--- src/rtl/proc_sequencer_if.sv ---
// Memory request bus between the sequencer (master) and the instruction/data memory (slave).
interface proc_sequencer_if #(
  parameter int WORD_W = 12,
  parameter int ADDR_W = 24
);
  logic              mem_req;
  logic              mem_we;
  logic [ADDR_W-1:0] mem_addr;
  logic [WORD_W-1:0] mem_rdata;
  logic              mem_ready;

  modport master (output mem_req, mem_we, mem_addr, input mem_rdata, mem_ready);
  modport slave  (input mem_req, mem_we, mem_addr, output mem_rdata, mem_ready);
endinterface

--- src/rtl/proc_sequencer.sv ---
// Fetch/decode/execute sequencer: owns the IP, the memory handshake with wait states
// and single-level vectored interrupt entry/return.
module proc_sequencer #(
  parameter int                WORD_W     = 12,
  parameter int                ADDR_W     = 24,
  parameter int                NUM_IRQ    = 24,
  parameter logic [ADDR_W-1:0] RESET_IP   = '0,
  parameter logic [ADDR_W-1:0] VEC_BASE   = 24'h000100,
  parameter int                VEC_STRIDE = 4
) (
  input  logic                clk,
  input  logic                rst,
  proc_sequencer_if.master    mem,
  output logic [WORD_W-1:0]   instr_o,
  output logic [WORD_W-1:0]   imm_o,
  input  logic                has_imm_i,
  input  logic                mem_rd_op_i,
  input  logic                mem_wr_op_i,
  input  logic [ADDR_W-1:0]   data_addr_i,
  input  logic                ip_load_i,
  input  logic [ADDR_W-1:0]   ip_load_val_i,
  input  logic [NUM_IRQ-1:0]  irq_i,
  input  logic                irq_en_i,
  input  logic                irq_ret_i,
  output logic [NUM_IRQ-1:0]  irq_ack_o,
  output logic                in_irq_o,
  output logic [ADDR_W-1:0]   ret_ip_o,
  output logic [ADDR_W-1:0]   ip_o,
  output logic [2:0]          stage_o,
  output logic                exec_strobe_o
);
  localparam int IDX_W = (NUM_IRQ > 1) ? $clog2(NUM_IRQ) : 1;

  typedef enum logic [1:0] {S_FETCH, S_DECODE, S_EXEC, S_IRQ} state_e;

  state_e            state_q, state_d;
  logic [ADDR_W-1:0] ip_q, ip_d;
  logic [WORD_W-1:0] instr_q, instr_d;
  logic [WORD_W-1:0] imm_q, imm_d;
  logic [ADDR_W-1:0] ret_ip_q, ret_ip_d;
  logic              in_irq_q, in_irq_d;

  logic [IDX_W-1:0]   irq_idx;
  logic [NUM_IRQ-1:0] irq_lowest;
  logic [ADDR_W-1:0]  vec_addr;
  logic               mem_op;
  logic               exec_done;
  logic               req_c, we_c;
  logic [ADDR_W-1:0]  addr_c;

  // Lowest-numbered pending line wins; scanning downward leaves the lowest index last.
  always_comb begin
    irq_idx = '0;
    for (int i = NUM_IRQ - 1; i >= 0; i--) begin
      if (irq_i[i]) irq_idx = IDX_W'(i);
    end
  end

  assign irq_lowest = irq_i & (~irq_i + NUM_IRQ'(1));
  assign vec_addr   = VEC_BASE + ADDR_W'(irq_idx) * ADDR_W'(VEC_STRIDE);
  assign mem_op     = mem_rd_op_i | mem_wr_op_i;
  assign exec_done  = (state_q == S_EXEC) && (!mem_op || mem.mem_ready);

  always_ff @(posedge clk or posedge rst) begin
    if (rst) begin
      state_q  <= S_FETCH;
      ip_q     <= RESET_IP;
      instr_q  <= '0;
      imm_q    <= '0;
      ret_ip_q <= '0;
      in_irq_q <= 1'b0;
    end else begin
      state_q  <= state_d;
      ip_q     <= ip_d;
      instr_q  <= instr_d;
      imm_q    <= imm_d;
      ret_ip_q <= ret_ip_d;
      in_irq_q <= in_irq_d;
    end
  end

  always_comb begin
    state_d  = state_q;
    ip_d     = ip_q;
    instr_d  = instr_q;
    imm_d    = imm_q;
    ret_ip_d = ret_ip_q;
    in_irq_d = in_irq_q;
    case (state_q)
      S_FETCH: begin
        if (mem.mem_ready) begin
          instr_d = mem.mem_rdata;
          ip_d    = ip_q + ADDR_W'(1);
          state_d = S_DECODE;
        end
      end
      S_DECODE: begin
        if (!has_imm_i) begin
          state_d = S_EXEC;
        end else if (mem.mem_ready) begin
          imm_d   = mem.mem_rdata;
          ip_d    = ip_q + ADDR_W'(1);
          state_d = S_EXEC;
        end
      end
      S_EXEC: begin
        if (exec_done) begin
          // Return beats a jump; interrupt eligibility uses the pre-return in_irq.
          if (irq_ret_i && in_irq_q) begin
            ip_d     = ret_ip_q;
            in_irq_d = 1'b0;
          end else if (ip_load_i) begin
            ip_d = ip_load_val_i;
          end
          state_d = (irq_en_i && (|irq_i) && !in_irq_q) ? S_IRQ : S_FETCH;
        end
      end
      S_IRQ: begin
        ret_ip_d = ip_q;
        ip_d     = vec_addr;
        in_irq_d = 1'b1;
        state_d  = S_FETCH;
      end
      default: state_d = S_FETCH;
    endcase
  end

  always_comb begin
    req_c         = 1'b0;
    we_c          = 1'b0;
    addr_c        = ip_q;
    stage_o       = 3'b000;
    exec_strobe_o = 1'b0;
    irq_ack_o     = '0;
    if (!rst) begin
      case (state_q)
        S_FETCH: begin
          req_c   = 1'b1;
          stage_o = 3'b001;
        end
        S_DECODE: begin
          req_c   = has_imm_i;
          stage_o = 3'b010;
        end
        S_EXEC: begin
          req_c         = mem_op;
          we_c          = mem_wr_op_i;
          addr_c        = data_addr_i;
          stage_o       = 3'b100;
          exec_strobe_o = exec_done;
        end
        S_IRQ:   irq_ack_o = irq_lowest;
        default: stage_o = 3'b000;
      endcase
    end
  end

  assign mem.mem_req  = req_c;
  assign mem.mem_we   = we_c;
  assign mem.mem_addr = addr_c;

  assign instr_o  = instr_q;
  assign imm_o    = imm_q;
  assign ret_ip_o = ret_ip_q;
  assign in_irq_o = in_irq_q;
  assign ip_o     = ip_q;
endmodule
--- src/flat_wrapper.sv ---
// flat-port wrapper written by rule: the top's interface ports become plain ports
module proc_sequencer_flat 
#(
  parameter int                WORD_W     = 12,
  parameter int                ADDR_W     = 24,
  parameter int                NUM_IRQ    = 24,
  parameter logic [ADDR_W-1:0] RESET_IP   = '0,
  parameter logic [ADDR_W-1:0] VEC_BASE   = 24'h000100,
  parameter int                VEC_STRIDE = 4
)
  (clk, rst, instr_o, imm_o, has_imm_i, mem_rd_op_i, mem_wr_op_i, data_addr_i, ip_load_i, ip_load_val_i, irq_i, irq_en_i, irq_ret_i, irq_ack_o, in_irq_o, ret_ip_o, ip_o, stage_o, exec_strobe_o, mem_mem_req, mem_mem_we, mem_mem_addr, mem_mem_rdata, mem_mem_ready);
  proc_sequencer_if #(.WORD_W(WORD_W), .ADDR_W(ADDR_W)) mem_i ();
  input  logic clk;
  input  logic rst;
  output logic [WORD_W-1:0] instr_o;
  output logic [WORD_W-1:0] imm_o;
  input  logic has_imm_i;
  input  logic mem_rd_op_i;
  input  logic mem_wr_op_i;
  input  logic [ADDR_W-1:0] data_addr_i;
  input  logic ip_load_i;
  input  logic [ADDR_W-1:0] ip_load_val_i;
  input  logic [NUM_IRQ-1:0] irq_i;
  input  logic irq_en_i;
  input  logic irq_ret_i;
  output logic [NUM_IRQ-1:0] irq_ack_o;
  output logic in_irq_o;
  output logic [ADDR_W-1:0] ret_ip_o;
  output logic [ADDR_W-1:0] ip_o;
  output logic [2:0] stage_o;
  output logic exec_strobe_o;
  output wire logic [$bits(mem_i.mem_req)-1:0] mem_mem_req;
  output wire logic [$bits(mem_i.mem_we)-1:0] mem_mem_we;
  output wire logic [$bits(mem_i.mem_addr)-1:0] mem_mem_addr;
  input wire logic [$bits(mem_i.mem_rdata)-1:0] mem_mem_rdata;
  input wire logic [$bits(mem_i.mem_ready)-1:0] mem_mem_ready;
  assign mem_mem_req = mem_i.mem_req;
  assign mem_mem_we = mem_i.mem_we;
  assign mem_mem_addr = mem_i.mem_addr;
  assign mem_i.mem_rdata = mem_mem_rdata;
  assign mem_i.mem_ready = mem_mem_ready;
  proc_sequencer #(.WORD_W(WORD_W), .ADDR_W(ADDR_W), .NUM_IRQ(NUM_IRQ), .RESET_IP(RESET_IP), .VEC_BASE(VEC_BASE), .VEC_STRIDE(VEC_STRIDE)) u_core (.clk(clk), .rst(rst), .mem(mem_i), .instr_o(instr_o), .imm_o(imm_o), .has_imm_i(has_imm_i), .mem_rd_op_i(mem_rd_op_i), .mem_wr_op_i(mem_wr_op_i), .data_addr_i(data_addr_i), .ip_load_i(ip_load_i), .ip_load_val_i(ip_load_val_i), .irq_i(irq_i), .irq_en_i(irq_en_i), .irq_ret_i(irq_ret_i), .irq_ack_o(irq_ack_o), .in_irq_o(in_irq_o), .ret_ip_o(ret_ip_o), .ip_o(ip_o), .stage_o(stage_o), .exec_strobe_o(exec_strobe_o));
endmodule
--- config.mk ---
export PLATFORM = sky130hd
export DESIGN_NAME = proc_sequencer_flat
export DESIGN_NICKNAME = d
export VERILOG_FILES = /design/src/rtl/proc_sequencer_if.sv /design/src/rtl/proc_sequencer.sv /design/src/flat_wrapper.sv
export SDC_FILE = /design/constraint.sdc
export NUM_CORES = 1
export LEC_CHECK = 0
export CAP_MARGIN = 20
export CORE_MARGIN = 2
export CORE_UTILIZATION = 55
export DETAILED_ROUTE_END_ITERATION = 16
export DONT_BUFFER_PORTS = 1
export PLACE_DENSITY_LB_ADDON = 0.15
export SLEW_MARGIN = 20
export SYNTH_ARGS = -nofsm -noshare
export SYNTH_HDL_FRONTEND = slang
export SYNTH_SLANG_ARGS = --single-unit
--- constraint.sdc ---
create_clock -name clk -period 4.4 [get_ports clk]
set_clock_uncertainty 0.05 [all_clocks]
set_input_delay 0.66 -clock clk [delete_from_list [all_inputs] [get_ports clk]]
set_output_delay 0.66 -clock clk [all_outputs]
set_load 0.01 [all_outputs]
==> summary.txt, run 1 <==
Status
  – Outcome: completed

Logic synthesis
  – Synth top area cells: dfrtp_1 (39%), mux2_2 (16%), nand2_1 (4.3%)
  – Post-synth ARST share: 1.00
  – Synth Flop Type: dfrtp_1
  – Post-synthesis instance total: 503
  – Cell Area, Synth: 4800 um^2
  – Area leader, netlist: dfrtp_1
  – Synth top cells by count: dfrtp_1 (75), mux2_2 (69), nand2_1 (55), a21oi_1 (31), nor2_1 (30)
  – Mapped Avg Cell Area: 9.55 um^2
  – Synth cell types: 65
  – Yosys warns: 0
  – Part of the Yosys area used for sequential elements: 0.391
  – Yosys top cell area share: 0.391
  – Register bit total from synthesis: 75
  – Number of enable flip-flop cells after synthesis: 0
  – Top-count cell post-synth: dfrtp_1
  – Syn_nets: 597

Die
  – Die Height: 97.5 um
  – I/O pin count: 220
  – Row cnt: 34
  – Die Span X: 97.5 um
  – Starting Density: 0.559
  – Core area: 8590 um^2
  – Total die area: 9500 um^2

Critical path
  – Slowest-stage cell, CP: buf_4
  – R2R Setup Slk: 1.54 ns
  – Startpoint class of the critical path: register
  – Arr. time, crit path: 2.45 ns
  – Crit path kind: register to output port
  – Crit Path Max Fanout: 36
  – Crit path cell chain: buf_4 > nand2_1 > nor2_1 > nand2_1 > nor3_1 > nor3b_1 > buf_4
  – Reg2reg path depth: 5
  – Crit Reg-Reg Endpoint: u_core.ip_o[10]
  – Worst Setup End Kind: output port
  – CP Data Required Time: 3.69 ns
  – Slowest stage delay, CP: 0.38 ns
  – R2r startpoint: u_core.in_irq_o

Clock tree
  – Hold_buf cts: 0
  – Clock sinks: 75
  – PostCTS Resize Cnt: 0
  – Worst skew pair latency: 0.35 ns
  – Clock Tree Root: clkbuf_8
  – Post-CTS Setup Inserts: 0
  – Max clock buf depth: 2
  – Reg clk slew, reported paths: 0.09 ns
  – CTS HTree Levels: 3
  – CTS tree: done
  – Num CTS Buffers: 9

Cells and area
  – Final Core Density: 0.596
  – Nets: 587
  – Area growth syn-to-layout: 6.56%
  – Diodes inserted: 0
  – Layout cells sized above 1: 0.247
  – Post-route design area: 5120 um^2

STA
  – Minimum hold slack: 0.400 ns
  – Minimum clock period: 3.16 ns
  – RSZ-0062 raised after global routing: false
  – Fin. max-slew vios: 0
  – Fmax: 316 MHz
  – Final setup fails: 0
  – Period utilization: 0.718
  – Final Hold Viols: 0
  – Worst slew pin tran: 1.06 ns
  – Max-slew headroom: 0.292
  – Setup TNS: 0 ns

Hold path
  – HP Class: input port to register
  – Hold Path Depth: 1
  – Hold_sp: mem_mem_rdata[0]
  – Hold EP: u_core.imm_o[0]

GRT
  – First-pass GRT wire length: 20200 um
  – Total track usage: 0.266
  – Initial antenna violation count: 0
  – Overflow after GRT: 0
  – Number of global-route vias before repair: 3849
  – Largest net degree at the start of global routing: 76

Power
  – PwrDens: 707 nW/um^2
  – Pleak: 0.00207 uW
  – Clock power share: 0.174
  – Switching share of power: 0.452
  – Overall Power: 3620 uW
  – Psw: 1630 uW
  – Max VDD drop: 0.320 mV
  – Combinational Power Share: 0.397
  – Sequential share of power: 0.430
  – Int Pwr: 1990 uW

Route
  – Post-DRT Antenna Nets: 0
  – First-iteration detailed-routing DRC count: 211
  – Routed length per instance: 21.5 um
  – First-pass iteration count of the detailed router: 4
  – Residual DRC: 0
  – Total number of vias: 3990
  – Drt via density: 6.58
  – Routed WL: 13000 um

Placement
  – IO Port Bufs: 0
  – DP Wirelength: 9150 um
  – Cell Area, Placed: 4890 um^2
  – Placer Congestion: 0.811

Flow run
  – Max-Cap Viols: 0
## final cells by class
type	instances	area, um^2
Timing Repair Buffer	11	82.6
Clock buffer	9	124
Sequential cell	75	1880
Fill cell	746	3470
Multi-Input combinational cell	381	2740
Clock inverter	7	108
Inverter	15	57.6
Tap cell	108	135
## cells in the final DEF (no fill, tap or decap), types with 4 or more instances in the layout
| cell | instances |
|---|---|
| dfrtp_1 | 75 |
| or4_1 | 5 |
| mux2i_1 | 13 |
| buf_4 | 11 |
| nor4_1 | 8 |
| nand2b_1 | 5 |
| and2_1 | 9 |
| nand4_1 | 6 |
| inv_1 | 13 |
| o221a_2 | 5 |
| a31oi_1 | 7 |
| a21oi_1 | 31 |
| o22ai_1 | 4 |
| o21ai_0 | 21 |
| nand2_1 | 55 |
| o211ai_1 | 9 |
| nor3_1 | 13 |
| nand3_1 | 12 |
| nor4b_1 | 4 |
| mux2_2 | 69 |
| and3_1 | 10 |
| nor2_1 | 29 |
| clkbuf_8 | 9 |
## routing by layer
layer	global-route usage	part of all wire	vias to the layer above
met5	0	0	-
met4	0.0929	0.017	0
met3	0.0906	0.091	18
met2	0.416	0.48	172
met1	0.346	0.41	1952
li1	-	-	1848
## critical path, delay by kind of cell (launching register included)
kind,cells,cell delay [ns]
DFF,1,0.35
buffers and inverters,2,0.53
and+or+nand+nor,5,1.22
## flip-flops by register name, summed over array words and instances (netlist names)
name / count
u_core.instr_o: 12
u_core.ret_ip_o: 24
u_core.imm_o: 12
u_core.ip_o: 24
u_core.state_q: 2
u_core.in_irq_o: 1
## worst max path at each step
stage	slack, ns	end	from
2_1_floorplan	0.91	stage_o[1]	rst
3_3_place_gp	1.50	u_core.ip_o[10]	irq_ret_i
3_5_place_dp	1.45	u_core.ip_o[10]	irq_ret_i
4_1_cts	1.23	irq_ack_o[13]	u_core.state_q[1]
5_1_grt	1.02	irq_ack_o[13]	u_core.state_q[1]
6_report	1.24	irq_ack_o[13]	u_core.state_q[1]
## metrics by stage
stage | std cells | setup slack [ns]
2_1_floorplan | 503 | 0.905
3_3_place_gp | 590 | 1.50
3_5_place_dp | 590 | 1.45
4_1_cts | 606 | 1.23
5_1_grt | 606 | 1.02
6_report | 606 | 1.24
## power by group through the flow
stage,clock [uW],combinational (uW),sequential (uW)
after CTS,642,1440,1560
after global routing,667,1580,1610
after floorplan,0,1240,1410
after detailed placement,0,1440,1570
after global placement,0,1400,1560
final,628,1440,1560
## cell families (layout without fill, tap and decap cells)
family	count (synthesis)	in the layout	synth area share
XOR/XNOR	1	1	0.00182
multiplexers	82	82	0.189
AND/OR/NAND/NOR	188	188	0.224
AO/OA/AOI/OAI	109	109	0.151
buffers and inverters	47	42	0.0414
flip-flops	75	75	0.391
adder cells (fa/ha/maj)	1	1	0.00260
Note: power is estimated with default switching activity, not from simulation.
==> run 2: changes to the inputs <==
- clock period: 4.4 -> 2.65 ns (I/O delays scaled with it)
==> summary.txt, run 2 (synthesis results as in run 1) <==
Power
  – Pleak: 0.00216 uW
  – Sequential share of power: 0.427
  – Max VDD drop: 0.562 mV
  – Switching share of power: 0.455
  – Combinational Power Share: 0.420
  – Clock power share: 0.153
  – Int Pwr: 3310 uW
  – Psw: 2750 uW
  – PwrDens: 1150 nW/um^2

Critical path
  – Startpoint class of the critical path: register
  – Crit path cell chain: buf_4 > nand2b_1 > nor2_2 > buf_4 > mux2_2
  – Reg2reg path depth: 6
  – CP Data Required Time: 2.20 ns
  – R2R Setup Slk: 0.37 ns
  – Crit Reg-Reg Endpoint: u_core.ip_o[22]
  – Crit path top cell by count: buf_4
  – Crit path kind: register to output port
  – Slowest stage delay, CP: 0.45 ns
  – Worst Setup End Kind: output port
  – Crit-path leading delay family: buffers and inverters
  – R2r startpoint: u_core.ip_o[1]
  – Crit Path Max Fanout: 21
  – WP depth: 5
  – Buf/Inv on CP: 2
  – Arr. time, crit path: 2.05 ns
  – Slowest-stage cell, CP: dfrtp_1

Die
  – Core area: 8590 um^2
  – Row cnt: 34
  – Starting Density: 0.559
  – Die Height: 97.5 um
  – Die Span X: 97.5 um
  – Total die area: 9500 um^2
  – I/O pin count: 220

Cells and area
  – Area occupied by multi-input gates: 2740 um^2
  – Commonest cells after routing, fill and taps aside: dfrtp_1 (75), mux2_2 (69), nand2_1 (55), a21oi_1 (31), buf_4 (30)
  – Nets: 608
  – Layout cells sized above 1: 0.279
  – Diodes inserted: 0
  – Fill cells: 734
  – FF+latch area: 1880 um^2
  – Most common cell after layout, fill and taps aside: dfrtp_1
  – Area growth syn-to-layout: 9.79%
  – Final Core Density: 0.614

Route
  – First-pass iteration count of the detailed router: 4
  – Residual DRC: 0
  – Routed length per instance: 21.4 um
  – Total number of vias: 4090
  – Post-DRT Antenna Nets: 0
  – Drt via density: 6.52
  – Routed WL: 13400 um
  – First-iteration detailed-routing DRC count: 167

STA
  – Minimum clock period: 2.50 ns
  – Max-slew headroom: 0.563
  – Final setup fails: 0
  – Fmax: 401 MHz
  – Fin. max-slew vios: 0
  – RSZ-0062 raised after global routing: false
  – Setup TNS: 0 ns
  – Period utilization: 0.942
  – Final Hold Viols: 0
  – Worst slew pin tran: 0.654 ns

Clock tree
  – Reg clk slew, reported paths: 0.09 ns
  – Post-CTS Setup Inserts: 0
  – Worst skew pair latency: 0.35 ns
  – Clock Tree Root: clkbuf_8
  – Max clock buf depth: 2
  – CTS tree: done
  – Num CTS Buffers: 9
  – Clock sinks: 75
  – CTS HTree Levels: 3

GRT
  – Total track usage: 0.272
  – Largest net degree at the start of global routing: 48
  – Met2 usage: 0.442
  – First-pass GRT wire length: 20800 um
  – GRT Max-Usage Layer: met2
  – M1 GR Usage: 0.353
  – Overflow after GRT: 0
  – Initial antenna violation count: 0
  – Number of global-route vias before repair: 3994
  – M3 GR Usage: 0.0820

Flow run
  – Max-Cap Viols: 0

Hold path
  – Hold_sp: mem_mem_rdata[11]
  – Hold Path Depth: 1
  – Hold EP: u_core.instr_o[11]
  – HP Class: input port to register

Placement
  – Placer Congestion: 0.804
  – DP Wirelength: 9590 um
  – IO Port Bufs: 0

Status
  – Outcome: completed
## run 2: cell types whose count changed in the layout (fill, tap and decap cells not counted), sizes merged
| cell | previous run | this run |
|---|---|---|
| buf | 11 | 31 |
| bufinv | 2 | 1 |
| clkinvlp | 1 | 2 |
| dlygate4sd3 | 0 | 1 |
## run 2: timing repair
action | 4_1_cts | 5_1_grt
gates resized for setup | 0 | 1
hold endpoints to repair | 5 | 0
hold buffers | 1 | 0
setup endpoints to repair | 0 | 4
## run 2: final cells by class
cell class / count / share of cell area
inverters: 15 / 0.0114
well taps: 108 / 0.0256
flip-flops and latches: 75 / 0.356
repair buffers: 32 / 0.0484
clock inverters: 7 / 0.0152
multi-input cells: 381 / 0.520
clock buffers: 9 / 0.0235
## run 2: worst max path at each step
stage / slack (ns) / start / endpoint
after detailed placement: 0.29 / irq_i[3] / irq_ack_o[23]
final: 0.15 / u_core.state_q[0] / mem_mem_addr[1]
after CTS: 0.1 / u_core.state_q[0] / irq_ack_o[13]
after global routing: 0.03 / u_core.state_q[0] / irq_ack_o[13]
after floorplan: 0.02 / rst / stage_o[1]
after global placement: 0.31 / irq_i[3] / irq_ack_o[22]
## run 2: per-layer routing
| layer | up-vias | share of wire | wire (um) |
|---|---|---|---|
| met4 | 0 | 0.012 | 161 |
| met5 | - | 0 | 0 |
| li1 | 1892 | - | - |
| met1 | 1991 | 0.41 | 5450 |
| met3 | 15 | 0.093 | 1250 |
| met2 | 192 | 0.49 | 6560 |
## run 2: metrics by stage
stage / hold slack [ns] / std cells / power [uW] / setup WS [ns] / cell area [um^2]
floorplan: 0.484 / 503 / 4410 / 0.0219 / 4810
global placement: 0.137 / 610 / 5040 / 0.312 / 5060
detailed placement: 0.135 / 610 / 5140 / 0.285 / 5060
CTS: 0.124 / 627 / 6080 / 0.0991 / 5270
global route: 0.116 / 627 / 6440 / 0.0335 / 5270
finish: 0.139 / 627 / 6060 / 0.155 / 5270
## run 2: power groups by stage
| stage | logic (uW) | registers, uW | clock network (uW) |
|---|---|---|---|
| after floorplan | 2070 | 2330 | 0 |
| after global placement | 2460 | 2580 | 0 |
| after detailed placement | 2540 | 2600 | 0 |
| after CTS | 2550 | 2590 | 949 |
| after global routing | 2770 | 2670 | 992 |
| final | 2540 | 2590 | 930 |
==> edit 1: new RTL, flow settings as in run 2 <==
`WORD_W` is set to 12 in 3 places; all go to 6.
--- a/src/rtl/proc_sequencer_if.sv
+++ b/src/rtl/proc_sequencer_if.sv
@@ -1,6 +1,6 @@
 // Memory request bus between the sequencer (master) and the instruction/data memory (slave).
 interface proc_sequencer_if #(
-  parameter int WORD_W = 12,
+  parameter int WORD_W = 6,
   parameter int ADDR_W = 24
 );
   logic              mem_req;
--- a/src/rtl/proc_sequencer.sv
+++ b/src/rtl/proc_sequencer.sv
@@ -1,7 +1,7 @@
 // Fetch/decode/execute sequencer: owns the IP, the memory handshake with wait states
 // and single-level vectored interrupt entry/return.
 module proc_sequencer #(
-  parameter int                WORD_W     = 12,
+  parameter int                WORD_W     = 6,
   parameter int                ADDR_W     = 24,
   parameter int                NUM_IRQ    = 24,
   parameter logic [ADDR_W-1:0] RESET_IP   = '0,
--- a/src/flat_wrapper.sv
+++ b/src/flat_wrapper.sv
@@ -1,7 +1,7 @@
 // flat-port wrapper written by rule: the top's interface ports become plain ports
 module proc_sequencer_flat 
 #(
-  parameter int                WORD_W     = 12,
+  parameter int                WORD_W     = 6,
   parameter int                ADDR_W     = 24,
   parameter int                NUM_IRQ    = 24,
   parameter logic [ADDR_W-1:0] RESET_IP   = '0,
Interface: changed (resized imm_o, instr_o and mem_mem_rdata); port bits go from 220 to 202. No check against the original RTL was run, so the function may have changed too.
==> edit 1 against run 2 <==
Sequential share of layout area down 2.5 points. Clock power up 12%. Routed wire length down 8.2%. Worst setup slack better by 32 ps. Power down 7.4%. Final area down 9.7%. Non-clock buffer count down 7. Highest routed layer unchanged. Area after synthesis down 9.3%. Synthesized cell count down 4.8%. Critical endpoint is now mem_mem_addr[3]. Via count down 4.4%. Sequential cell count down 12.
==> edit 1: results (changes against run 2) <==
| Metric | Value |
|---|---|
| Initial DRC Count | `217 (was 167)` |
| Share of layout cells above drive strength 1 | `23.9% (was 27.9%)` |
| Sequential share of the synthesized area | `36.2% (was 39.1%)` |
| Detailed Route WL | `12300 um (was 13400 um)` |
| GPL Wtd Cong | `0.836 (was 0.804)` |
| Critical path arrival | `2020 ps (was 2050 ps)` |
| Number of library cell types mapped by synthesis | `64 (was 65)` |
| CTS clk-pin slew, worst paths | `80 ps` |
| CTS Hold Bufs | `1 (unchanged)` |
| R2R Path End | `u_core.ip_o[6] (was u_core.ip_o[22])` |
| Worst rel slew slack | `52.8% (was 56.3%)` |
| H-tree levels | `3 (unchanged)` |
| Worst-path fanout max | `15 (was 21)` |
| Async SR Flop Fraction | `100% (unchanged)` |
| Top post-synthesis cells by count | `dfrtp_1 (63), mux2_2 (55), nand2_1 (50) (was dfrtp_1 (75), mux2_2 (69), nand2_1 (55))` |
| Synth area leaders | `dfrtp_1 (36%), mux2_2 (14%), nand2_1 (4.3%) (was dfrtp_1 (39%), mux2_2 (16%), nand2_1 (4.3%))` |
| Crit-path leading delay family | `buffers and inverters (unchanged)` |
| CP endpoint | `mem_mem_addr[3] (was mem_mem_addr[1])` |
| Post-CTS Resized | `0 (unchanged)` |
| Clock power frac | `18.5% (was 15.3%)` |
| Final #Nets | `572 (was 608)` |
| Outcome | `finished, final reports clean (unchanged)` |
| FF-to-FF setup slack | `480 ps (was 370 ps)` |
| Via count | `3912 (was 4090)` |
| Seq power | `0.00225 W (was 0.00259 W)` |
| Largest net degree at the start of global routing | `47 (was 48)` |
| Port-buffer cells | `0 (unchanged)` |
| Synth Flop Type | `dfrtp_1 (unchanged)` |
| R2R Path Start | `u_core.state_q[1] (was u_core.ip_o[1])` |
| Endpoints failing setup | `0 (unchanged)` |
| Post-place setup slack | `317 ps (was 285 ps)` |
| Hold Crit Class | `in -> reg (unchanged)` |
| WHS Path Cells | `1 (unchanged)` |
| Sw power | `0.00252 W (was 0.00275 W)` |
| Total GRT Usage | `28.6% (was 27.2%)` |
| Slowest stage cell on the critical path | `mux2_2 (was dfrtp_1)` |
| Hold_sp | `mem_mem_rdata[0] (was mem_mem_rdata[11])` |
| Critical Path Source | `u_core.state_q[0] (unchanged)` |
| Number of global-route vias before repair | `3819 (was 3994)` |
| CTS Root Cell | `clkbuf_8 (unchanged)` |
| Dpl hpwl | `9070 um (was 9590 um)` |
| Final Cycle Share | `92.9% (was 94.2%)` |
| Post-CTS Setup Inserts | `0 (unchanged)` |
| Min-Delay Endpoint | `u_core.imm_o[0] (was u_core.instr_o[11])` |
| CP max stage delay | `400 ps (was 450 ps)` |
| First-pass GRT wire length | `19400 um (was 20800 um)` |
| Leak Pwr | `1.96 nW (was 2.16 nW)` |
| Depth of the most critical reg-to-reg path | `5 (was 6)` |
| Maximum VDD drop | `0.462 mV (was 0.562 mV)` |
## edit 1: changes by cell type after synthesis, moves of 7 or more
| cell | before | now |
|---|---|---|
| o211ai_1 | 9 | 2 |
| o21ai_0 | 21 | 35 |
| mux2_2 | 69 | 55 |
| dfrtp_1 | 75 | 63 |
| clkbuf_1 | 17 | 9 |
## edit 1: stage by stage
| stage | hold WS [ps] | instance area [sq um] | total power, W | util (%) | cells |
|---|---|---|---|---|---|
| after detailed placement | 339 | 4510 | 0.00459 | 58.7 | 574 |
| after CTS | 128 | 4760 | 0.00562 | 61.9 | 591 |
| after global placement | 339 | 4510 | 0.00451 | 58.7 | 574 |
| after floorplan | 484 | 4360 | 0.00394 | - | 479 |
| after global routing | 130 | 4760 | 0.00599 | 61.9 | 591 |
| final | 134 | 4760 | 0.00561 | 61.9 | 591 |
## edit 1: metal layers
metal | share of wire, % | wire length, um | vias to the layer above | global-route usage, %
met2 | 50 | 6180 | 170 | 48.5
met3 | 8.3 | 1030 | 8 | 8.86
met1 | 40 | 4960 | 1923 | 36.1
met4 | 1.1 | 137 | 0 | 6.25
met5 | 0 | 0 | - | 0
li1 | - | - | 1811 | -
## edit 1: logic make-up (layout without fill, tap and decap cells)
group / Yosys count / count (layout) / share of synthesized area [%]
AO/OA/AOI/OAI: 120 / 120 / 18.1
XOR/XNOR: 1 / 1 / 0.201
adder cells (fa/ha/maj): 1 / 1 / 0.287
buffers and inverters: 44 / 54 / 4.59
flip-flops: 63 / 63 / 36.2
multiplexers: 67 / 67 / 17.0
AND/OR/NAND/NOR: 183 / 183 / 23.7
## edit 1: cell type report
type	count	area, sq um
Inverter	13	48.8
Tap cell	102	128
Multi-Input combinational cell	372	2580
Clock buffer	11	131
Timing Repair Buffer	25	190
Clock inverter	5	106
Sequential cell	63	1580
Fill cell	678	2930
==> edit 2: new RTL, config.mk and constraints of run 2 <==
Made on the original files. Register the output `irq_ack_o`, with the module's reset; this adds one clock of latency there. The other outputs are not delayed to match.
--- a/src/rtl/proc_sequencer.sv
+++ b/src/rtl/proc_sequencer.sv
@@ -32,6 +32,8 @@
   localparam int IDX_W = (NUM_IRQ > 1) ? $clog2(NUM_IRQ) : 1;
 
   typedef enum logic [1:0] {S_FETCH, S_DECODE, S_EXEC, S_IRQ} state_e;
+
+  logic [NUM_IRQ-1:0] irq_ack_d;
 
   state_e            state_q, state_d;
   logic [ADDR_W-1:0] ip_q, ip_d;
@@ -131,7 +133,7 @@
     addr_c        = ip_q;
     stage_o       = 3'b000;
     exec_strobe_o = 1'b0;
-    irq_ack_o     = '0;
+    irq_ack_d     = '0;
     if (!rst) begin
       case (state_q)
         S_FETCH: begin
@@ -149,7 +151,7 @@
           stage_o       = 3'b100;
           exec_strobe_o = exec_done;
         end
-        S_IRQ:   irq_ack_o = irq_lowest;
+        S_IRQ:   irq_ack_d = irq_lowest;
         default: stage_o = 3'b000;
       endcase
     end
@@ -164,4 +166,12 @@
   assign ret_ip_o = ret_ip_q;
   assign in_irq_o = in_irq_q;
   assign ip_o     = ip_q;
+  always_ff @(posedge clk or posedge rst) begin
+    if (rst) begin
+      irq_ack_o <= '0;
+    end else begin
+      irq_ack_o <= irq_ack_d;
+    end
+  end
+
 endmodule
Formal check against the unedited RTL: not equivalent (Yosys sat finds a counterexample within 4 cycles, from zero or initial values and one cycle with rst high).
==> edit 2 against run 2 <==
Area after synthesis up 11%. Routed wire length rose by 11%. Worst hold slack lost 110 ps. Final area increased by 9.2%. Power is 9.5% higher. Non-clock buffer count is 8 lower. Utilization is 0.35 points higher. Sequential cell count grew 24. Final cell count grew 5.1%. Worst setup slack worse by 6.0 ps. Critical endpoint is now mem_mem_addr[14]. Largest cell class unchanged. Largest power group unchanged.
==> edit 2: results (changes against run 2) <==
| Metric | Value |
|---|---|
| Outcome | `finished, final reports clean (unchanged)` |
| Global Route met1 Usage | `38.7% (was 35.3%)` |
| Hold Slack | `25.1 ps (was 139 ps)` |
| Maximum VDD drop | `0.557 mV (was 0.562 mV)` |
| # fillers | `796 (was 734)` |
| Met3 usage | `7.66% (was 8.20%)` |
| Sequential share of the synthesized area | `46.5% (was 39.1%)` |
| Compound-gate portion of the synthesized area | `14.1% (was 15.1%)` |
| WL met2 | `6890 um (was 6560 um)` |
| Placed cells | `643 (was 610)` |
| Total GRT Usage | `28.3% (was 27.2%)` |
| Worst-path fanout max | `26 (was 21)` |
| Top post-synthesis cells by count | `dfrtp_1 (99), mux2_2 (70), nand2_1 (43) (was dfrtp_1 (75), mux2_2 (69), nand2_1 (55))` |
| CP max stage delay | `420 ps (was 450 ps)` |
| Hold_sp | `irq_i[8] (was mem_mem_rdata[11])` |
| GPL Wtd Cong | `0.830 (was 0.804)` |
| Multiplexer share of the synthesized area | `17.1% (was 18.9%)` |
| Final #Nets | `619 (was 608)` |
| Number of vias per cell | `6.58 (was 6.52)` |
| Number of global-route vias before repair | `4289 (was 3994)` |
| Min-Delay Endpoint | `u_core.irq_ack_o[9] (was u_core.instr_o[11])` |
| Synth Area in XOR/XNOR | `0% (was 0.182%)` |
| Leak Pwr | `2.44 nW (was 2.16 nW)` |
| Adder-Cell Fraction of Synth Area | `0.235% (was 0.260%)` |
| GR met2 Demand/Resource | `44.9% (was 44.2%)` |
| Number of library cell types mapped by synthesis | `60 (was 65)` |
| Dpl cell area | `5540 sq um (was 5060 sq um)` |
| CP endpoint | `mem_mem_addr[14] (was mem_mem_addr[1])` |
| Largest net degree at the start of global routing | `53 (was 48)` |
| FF-to-FF setup slack | `430 ps (was 370 ps)` |
-- edit 2: kinds of logic after synthesis --
logic type | after synthesis
adders and majority gates | 1
muxes | 82
DFF | 99
buffers and inverters | 44
AOI/OAI and AO/OA | 121
and+or+nand+nor | 178
-- edit 2: metrics by stage --
step / worst slack [ps] / util (%)
floorplan: -91.8 / -
global route: 70.7 / 61.7
CTS: 144 / 61.7
detailed placement: 473 / 59.3
finish: 149 / 61.7
global placement: 532 / 59.3
-- edit 2: layout make-up --
| class | count | area [sq um] | area share [%] |
|---|---|---|---|
| Clock buffer | 10 | 128 | 2.22 |
| Clock inverter | 6 | 93.8 | 1.63 |
| Inverter | 9 | 37.5 | 0.652 |
| Multi-Input combinational cell | 382 | 2680 | 46.5 |
| Sequential cell | 99 | 2480 | 43.0 |
| Tap cell | 129 | 161 | 2.80 |
| Timing Repair Buffer | 24 | 180 | 3.13 |
